`config.mk`:
```
export PLATFORM = sky130hd
export DESIGN_NAME = factorial_cu
export DESIGN_NICKNAME = d
export VERILOG_FILES = /design/src/rtl/factorial_pkg.sv /design/src/rtl/factorial_cu.sv
export SDC_FILE = /design/constraint.sdc
export NUM_CORES = 1
export LEC_CHECK = 0
export CAP_MARGIN = 20
export CORE_AREA = 2 2 39 41
export DETAILED_ROUTE_END_ITERATION = 16
export DIE_AREA = 0 0 41 43
export SYNTH_ARGS = -nofsm -noshare
export SYNTH_HDL_FRONTEND = slang
export SYNTH_SLANG_ARGS = --single-unit
```
`constraint.sdc`:
```
create_clock -name clk -period 1.1 [get_ports clk]
set_clock_uncertainty 0.05 [all_clocks]
set_input_delay 0.165 -clock clk [delete_from_list [all_inputs] [get_ports clk]]
set_output_delay 0.165 -clock clk [all_outputs]
set_load 0.02 [all_outputs]
```
`src/rtl/factorial_pkg.sv`:
```
// rtl/factorial_pkg.sv - shared state encoding and strobe bundle for the factorial engine
package factorial_pkg;

    typedef enum logic [2:0] {
        S_IDLE  = 3'd0,
        S_LOAD  = 3'd1,
        S_CHECK = 3'd2,
        S_MULT  = 3'd3,
        S_DONE  = 3'd4,
        S_ERR   = 3'd5
    } state_t;

    localparam int N_MAX = 12;

    typedef struct packed {
        logic ld_cnt;
        logic en_cnt;
        logic ld_reg;
        logic sel_mux;
        logic oe_buf;
        logic done;
        logic err;
    } ctrl_t;

    // Moore output decode; illegal codes fall through to all-zero.
    function automatic ctrl_t decode(input state_t s);
        ctrl_t c;
        c = '0;
        case (s)
            S_LOAD: begin
                c.ld_cnt = 1'b1;
                c.ld_reg = 1'b1;
            end
            S_MULT: begin
                c.ld_reg  = 1'b1;
                c.sel_mux = 1'b1;
                c.en_cnt  = 1'b1;
            end
            S_DONE: begin
                c.oe_buf = 1'b1;
                c.done   = 1'b1;
            end
            S_ERR:   c.err = 1'b1;
            default: c = '0;
        endcase
        return c;
    endfunction

endpackage

```
`src/rtl/factorial_cu.sv`:
```
// rtl/factorial_cu.sv - Moore control unit sequencing the factorial datapath
module factorial_cu
    import factorial_pkg::*;
(
    input  logic       clk,
    input  logic       rst,
    input  logic       go,
    input  logic [3:0] n,
    input  logic       x_GT_1,
    input  logic       x_GT_12,
    output logic       ld_CNT,
    output logic       en_CNT,
    output logic       ld_REG,
    output logic       sel_MUX,
    output logic       OE_BUF,
    output logic       done,
    output logic       err,
    output logic [2:0] cs
);

    state_t state;
    state_t nxt;
    ctrl_t  ctrl;

    always_comb begin
        nxt = S_IDLE;
        case (state)
            S_IDLE:  nxt = !go ? S_IDLE : ((n == 4'd0) ? S_ERR : S_LOAD);
            S_LOAD:  nxt = S_CHECK;
            S_CHECK: nxt = x_GT_12 ? S_ERR : (x_GT_1 ? S_MULT : S_DONE);
            S_MULT:  nxt = S_CHECK;
            S_DONE:  nxt = go ? S_DONE : S_IDLE;
            S_ERR:   nxt = go ? S_ERR : S_IDLE;
            default: nxt = S_IDLE;
        endcase
    end

    // Strobes are registered from the next state so they line up with the state code.
    always_ff @(posedge clk or posedge rst) begin
        if (rst) begin
            state <= S_IDLE;
            ctrl  <= '0;
        end else begin
            state <= nxt;
            ctrl  <= decode(nxt);
        end
    end

    assign ld_CNT  = ctrl.ld_cnt;
    assign en_CNT  = ctrl.en_cnt;
    assign ld_REG  = ctrl.ld_reg;
    assign sel_MUX = ctrl.sel_mux;
    assign OE_BUF  = ctrl.oe_buf;
    assign done    = ctrl.done;
    assign err     = ctrl.err;
    assign cs      = state;

endmodule

```
==> out/results.txt, run 1 <==
Number of global-route vias before repair: 321
Core ar.: 0.00138 mm2
Initial antenna violation count: 0
Synth warn: 0
Met2 WL: 410 um
Status: finished with violations
Final period utilization: 115%
Clk_lat worst skew: 250 ps
Clk buf depth: 2
Crit Reg-Reg Startpoint: cs[2]
Buf+Inv Stages, Crit Path: 0
Via/cell ratio: 4.43
CTS Buf Count: 3
Flops & latches, synth: 8
CP arrival: 1350 ps
Max Cap Violations: 0
Max Used Layer: met4
DR WL/cell: 10.5 um
Final Total Pwr: 1.46 mW
Residual DRC: 0
Routed vias: 332
Net Count, Synth: 42
Hold-fix buffers, CTS: 0
Synth Area per Inst: 11.0 um2
Post-Route M1 WL: 306 um
Slew @ Worst Pin: 283 ps
Synthesis-to-layout area growth: 67.8%
CTS tree: yes
Final Max Tran Viols: 0
VDD IR max: 665 uV
DRT Pass-1 Iters: 2
Final-stage net count: 70
Flop-to-flop setup slack: -170 ps
Mapped cell area: 362 um2
Root Driver: clkbuf_4
Ports: 19
Reg-to-reg endpoint: err
Worst setup EP type: register
Worst Hold Class: input pin to asynchronous set/reset pin
GP Congestion: 0.674
Yosys cell types: 19
Final wirelength: 788 um
Fillers: 145
Slowest stage delay, CP: 430 ps
Failing checks: setup timing
H-tree depth: 1
Met3 wire len: 59 um
Post-layout util: 43.9%
Setup Viol. Count Final: 7
Hpwl dp: 626 um
GRT Util Overall: 11.0%
Setup crit start kind: register
Port Buffers: 18
RSZ-0062 raised after global routing: true
Worst slack, placed: -363 ps
Max frequency: 789 MHz
Initial DRC count: 1
Cells after Synth: 33
Pwr/cell area: 2410 mW/mm2
Maximum fanout along the worst path: 5
Minimum clock period: 1270 ps
Largest net degree at the start of global routing: 9
Antenna-violating nets left: 0
Min setup slack post-route: -167 ps
Ant diodes: 0
Rows: 14
Clock transition at the registers of the reported paths: 50 ps
Postcts setup bufs: 0
Die X: 41 um
Congestion Overflow GR: 0
DIE AREA: 0.00176 mm2
Worst rel slew slack: 81.1%
Clk sinks: 8
Required @ worst endpoint: 1190 ps
Die height: 43 um
Share of layout cells above drive strength 1: 49.2%
Sequential element share of the synthesized area: 55.4%
Top delay family on crit path: flip-flops
Leakage: 0.298 nW
Crit Path Class: register to register
Critical-path cell list: and2_1, o21a_1, o21bai_4, and2_4
Initial core utilization: 26.1%
Crit-path slowest cell: dfrtp_2
Fin. Hold Viols: 0
First-pass GRT wire length: 1240 um
Reg2Reg Depth: 4
==> synthesized netlist by cell type <==
library cell  instances  area share (%)
nor2_1                5             5.2
nand2_1               1             1.0
o21bai_4              1             5.2
nor3_1                1             1.4
and2_4                1             2.4
dfrtp_1               8              55
nand2_2               1             1.7
a31oi_1               2             3.5
and2_0                1             1.7
nand2b_4              1             3.8
nor2b_1               1             1.7
a21oi_1               1             1.4
buf_4                 2             4.2
nor2_2                1             1.7
inv_1                 2             2.1
a32oi_1               1             2.4
o22ai_1               1             1.7
nand3_1               1             1.4
o21a_1                1             2.1
==> sequential cells by signal, summed over array words and instances (netlist names) <==
name,cells
done,1
cs,3
ld_CNT,1
ld_REG,1
err,1
sel_MUX,1
==> worst max path at each step <==
stage | end | from | slack [ps] | cells after the start
after floorplan | err | cs[0] | -160 | 4
after global placement | err | x_GT_1 | -340 | 5
after detailed placement | err | x_GT_1 | -360 | 5
after CTS | ld_REG | cs[2] | -150 | 4
after global routing | err | cs[0] | -200 | 4
final | err | cs[2] | -170 | 4
==> where the power goes <==
group	total, mW	internal (mW)	switching (mW)	leakage, nW
Clock	0.214	0.124	0.0902	0.0138
Combinational	0.739	0.354	0.385	0.183
Sequential	0.507	0.409	0.0981	0.101
Total	1.46	0.888	0.573	0.298
==> layer usage <==
layer,vias to the layer above,track usage [%]
met1,154,11.8
li1,164,-
met4,0,12.0
met5,-,0
met3,2,1.57
met2,12,16.3
==> cells in the final DEF, fill, tap and decap left out, types with 2 or more instances in the layout <==
master	instances
buf_2	6
buf_4	7
clkbuf_4	3
clkdlybuf4s15_2	2
clkdlybuf4s50_1	8
dfrtp_1	5
dfrtp_2	3
inv_1	2
nor2_1	5
==> through the flow <==
step | setup TNS, ps | cells | hold WS (ps) | area [um2]
floorplan | -531 | 33 | -69.5 | 364
global placement | -2200 | 72 | 375 | 602
detailed placement | -2360 | 72 | 379 | 602
CTS | -730 | 75 | 94.2 | 612
global route | -1090 | 75 | 137 | 607
finish | -744 | 75 | 102 | 607
==> area by class of cell <==
cell class                      count  area, um2  area share [%]
Clock buffer                        3       22.5            3.71
Inverter                            2       7.51            1.24
Multi-Input combinational cell     21        148            24.3
Sequential cell                     8        204            33.6
Tap cell                           16       20.0            3.30
Timing Repair Buffer               25        205            33.8
==> repair_timing <==
item	in CTS	in global routing
pin swaps	4	0
endpoints found under the hold margin	0	0
setup endpoints to repair	16	12
resized for setup	33	8
==> kinds of logic (layout without fill, tap and decap cells) <==
group	count (synthesis)	count (layout)	share of synthesized area [%]
flops	8	8	55.4
compound gates	7	7	16.3
simple gates	14	14	22.1
buf+inv	4	30	6.23
No activity file was read; power rests on OpenSTA's default activity.
==> run 2, diff against run 1 <==
--- a/config.mk
+++ b/config.mk
@@ -12,3 +12,4 @@
 export SYNTH_ARGS = -nofsm -noshare
 export SYNTH_HDL_FRONTEND = slang
 export SYNTH_SLANG_ARGS = --single-unit
+export TNS_END_PERCENT = 30
==> run 2 against run 1 <==
  * The run still ends with setup timing left
  * Cell area rose by 2.5%
  * Via count increased by 1.2%
  * Worst setup slack got worse by 41 ps
  * Sequential power rose by 2%
  * Combinational power grew 3.2%
  * Wire length up 2.2%
  * Largest power group unchanged
==> out/results.txt, run 2 (same netlist as run 1, synthesis figures left out) <==
Synthesis-to-layout area growth: 72.0%
Final period utilization: 119% (+3.7 points)
DRT Pass-1 Iters: 4 (+2)
Most frequent cells in the layout: 8 x clkdlybuf4s50_1, 6 x buf_4, 5 x dfrtp_1
Number of global-route vias before repair: 298 (-7.2%)
Worst Hold Class: input pin to asynchronous set/reset pin
Pwr/cell area: 2440 mW/mm2 (+1.3%)
Slew @ Worst Pin: 294 ps (+11.5 ps)
Fillers: 145 (unchanged)
Clk sinks: 8 (unchanged)
Hpwl dp: 601 um (-4.0%)
Max frequency: 764 MHz (-3.1%)
Max FFs per register: 3 (unchanged)
Clk_lat worst skew: 250 ps (about the same)
Crit Path Class: register to register
Die height: 43 um (unchanged)
Min setup slack post-route: -208 ps (-40.7 ps)
Clock transition at the registers of the reported paths: 60 ps (about the same)
VDD IR max: 1010 uV (+53%)
Share of layout cells above drive strength 1: 52.5% (+3.4 points)
Initial antenna violation count: 0 (unchanged)
CTS tree: yes
Most common cell after layout, fill and taps aside: clkdlybuf4s50_1
Largest net degree at the start of global routing: 9 (unchanged)
First-pass GRT wire length: 1190 um (-3.9%)
Core ar.: 0.00138 mm2 (unchanged)
Post-layout util: 44.9% (+1.1 points)
Hold slack: 102 ps (-0.119 ps)
Via/cell ratio: 4.48 (+1.2%)
Initial core utilization: 26.1% (unchanged)
Cells after DPL: 70 (-2.8%)
GRT Util Overall: 10.3% (-0.73 points)
RSZ-0062 raised after global routing: true
Sum of negative setup slack: -868 ps (-124 ps)
Final Max Tran Viols: 0 (unchanged)
Final std cells w/o fill: 75 (unchanged)
Maximum fanout along the worst path: 4 (-1)
H-tree depth: 1 (unchanged)
Max Cap Violations: 0 (unchanged)
Root Driver: clkbuf_4
CTS Buf Count: 3 (unchanged)
Required @ worst endpoint: 1190 ps (about the same)
Fin. Hold Viols: 0 (unchanged)
Congestion Overflow GR: 0 (unchanged)
Final wirelength: 805 um (+2.2%)
GP Congestion: 0.754 (+12%)
Worst rel slew slack: 80.4% (-0.75 points)
Clk buf depth: 2 (unchanged)
Setup crit start kind: register
Final-stage net count: 69 (-1.4%)
Worst setup EP type: register
Hold-fix buffers, CTS: 0 (unchanged)
Ant diodes: 0 (unchanged)
Die X: 41 um (unchanged)
Minimum clock period: 1310 ps (+40.7 ps)
Antenna-violating nets left: 0 (unchanged)
Routed vias: 336 (+1.2%)
Status: finished with violations
DIE AREA: 0.00176 mm2 (unchanged)
Residual DRC: 0 (unchanged)
Initial DRC count: 2 (+1)
CP arrival: 1400 ps (+50 ps)
Setup Viol. Count Final: 7 (unchanged)
Final Total Pwr: 1.52 mW (+3.8%)
Port Buffers: 18 (unchanged)
Ports: 19 (unchanged)
Rows: 14 (unchanged)
Leakage: 0.297 nW (-0.24%)
Failing checks: setup timing
DR WL/cell: 10.7 um (+2.2%)
## run 2: cell count changes in the layout (fill, tap and decap cells not counted), sizes merged
cell    previous run  this run
buf               14        11
clkbuf             3         6
## run 2: worst max-delay path, stage by stage, from the launching register on
cell and delay (ps):
dfrtp_2 450, buf_4 150, a32oi_1 250, nand2_2 120
and2_4 170
## run 2: repair_timing
action | CTS | global route
gates cloned | 0 | 0
gates resized for setup | 34 | 11
pin swaps | 3 | 3
buffers inserted | 1 | 0
endpoints found under the setup margin | 17 | 13
## run 2: metal layers
layer  vias to the layer above  GRT usage, %  part of all wire, %
met2                        12          15.3                   54
met3                         0          4.71                  8.7
met4                         0          6.00                    0
met5                         -             0                    0
met1                       161          11.4                   38
li1                        163             -                    -
## run 2: layout make-up
cell class | instances | area, um2 | share of cell area [%]
inverters | 2 | 7.51 | 1.21
multi-input cells | 21 | 160 | 25.8
repair buffers | 24 | 204 | 32.8
clock buffers | 4 | 26.3 | 4.23
well taps | 16 | 20.0 | 3.22
flip-flops and latches | 8 | 204 | 32.8
## run 2: metrics by stage
step                worst slack (ps)  instance area (um2)
finish                          -208                  622
global route                    -286                  622
CTS                             -165                  626
detailed placement              -366                  587
global placement                -342                  587
floorplan                       -158                  364
## run 2: power breakdown
part	switching [mW]	internal (mW)	total, mW
Sequential	0.109	0.409	0.518
Combinational	0.398	0.364	0.763
Clock	0.0961	0.138	0.235
Total	0.604	0.912	1.52
## run 2: worst paths after layout
path | start | slack [ps] | cells after the start | end
max reg2reg | cs[2] | -210 | 4 | err
min in group clk | cs[2] | 570 | 2 | cs[1]
min | rst | 100 | 2 | done
min reg2reg | cs[2] | 570 | 2 | cs[1]
max in group asynchronous | rst | 660 | 2 | cs[1]
max | cs[2] | -210 | 4 | err
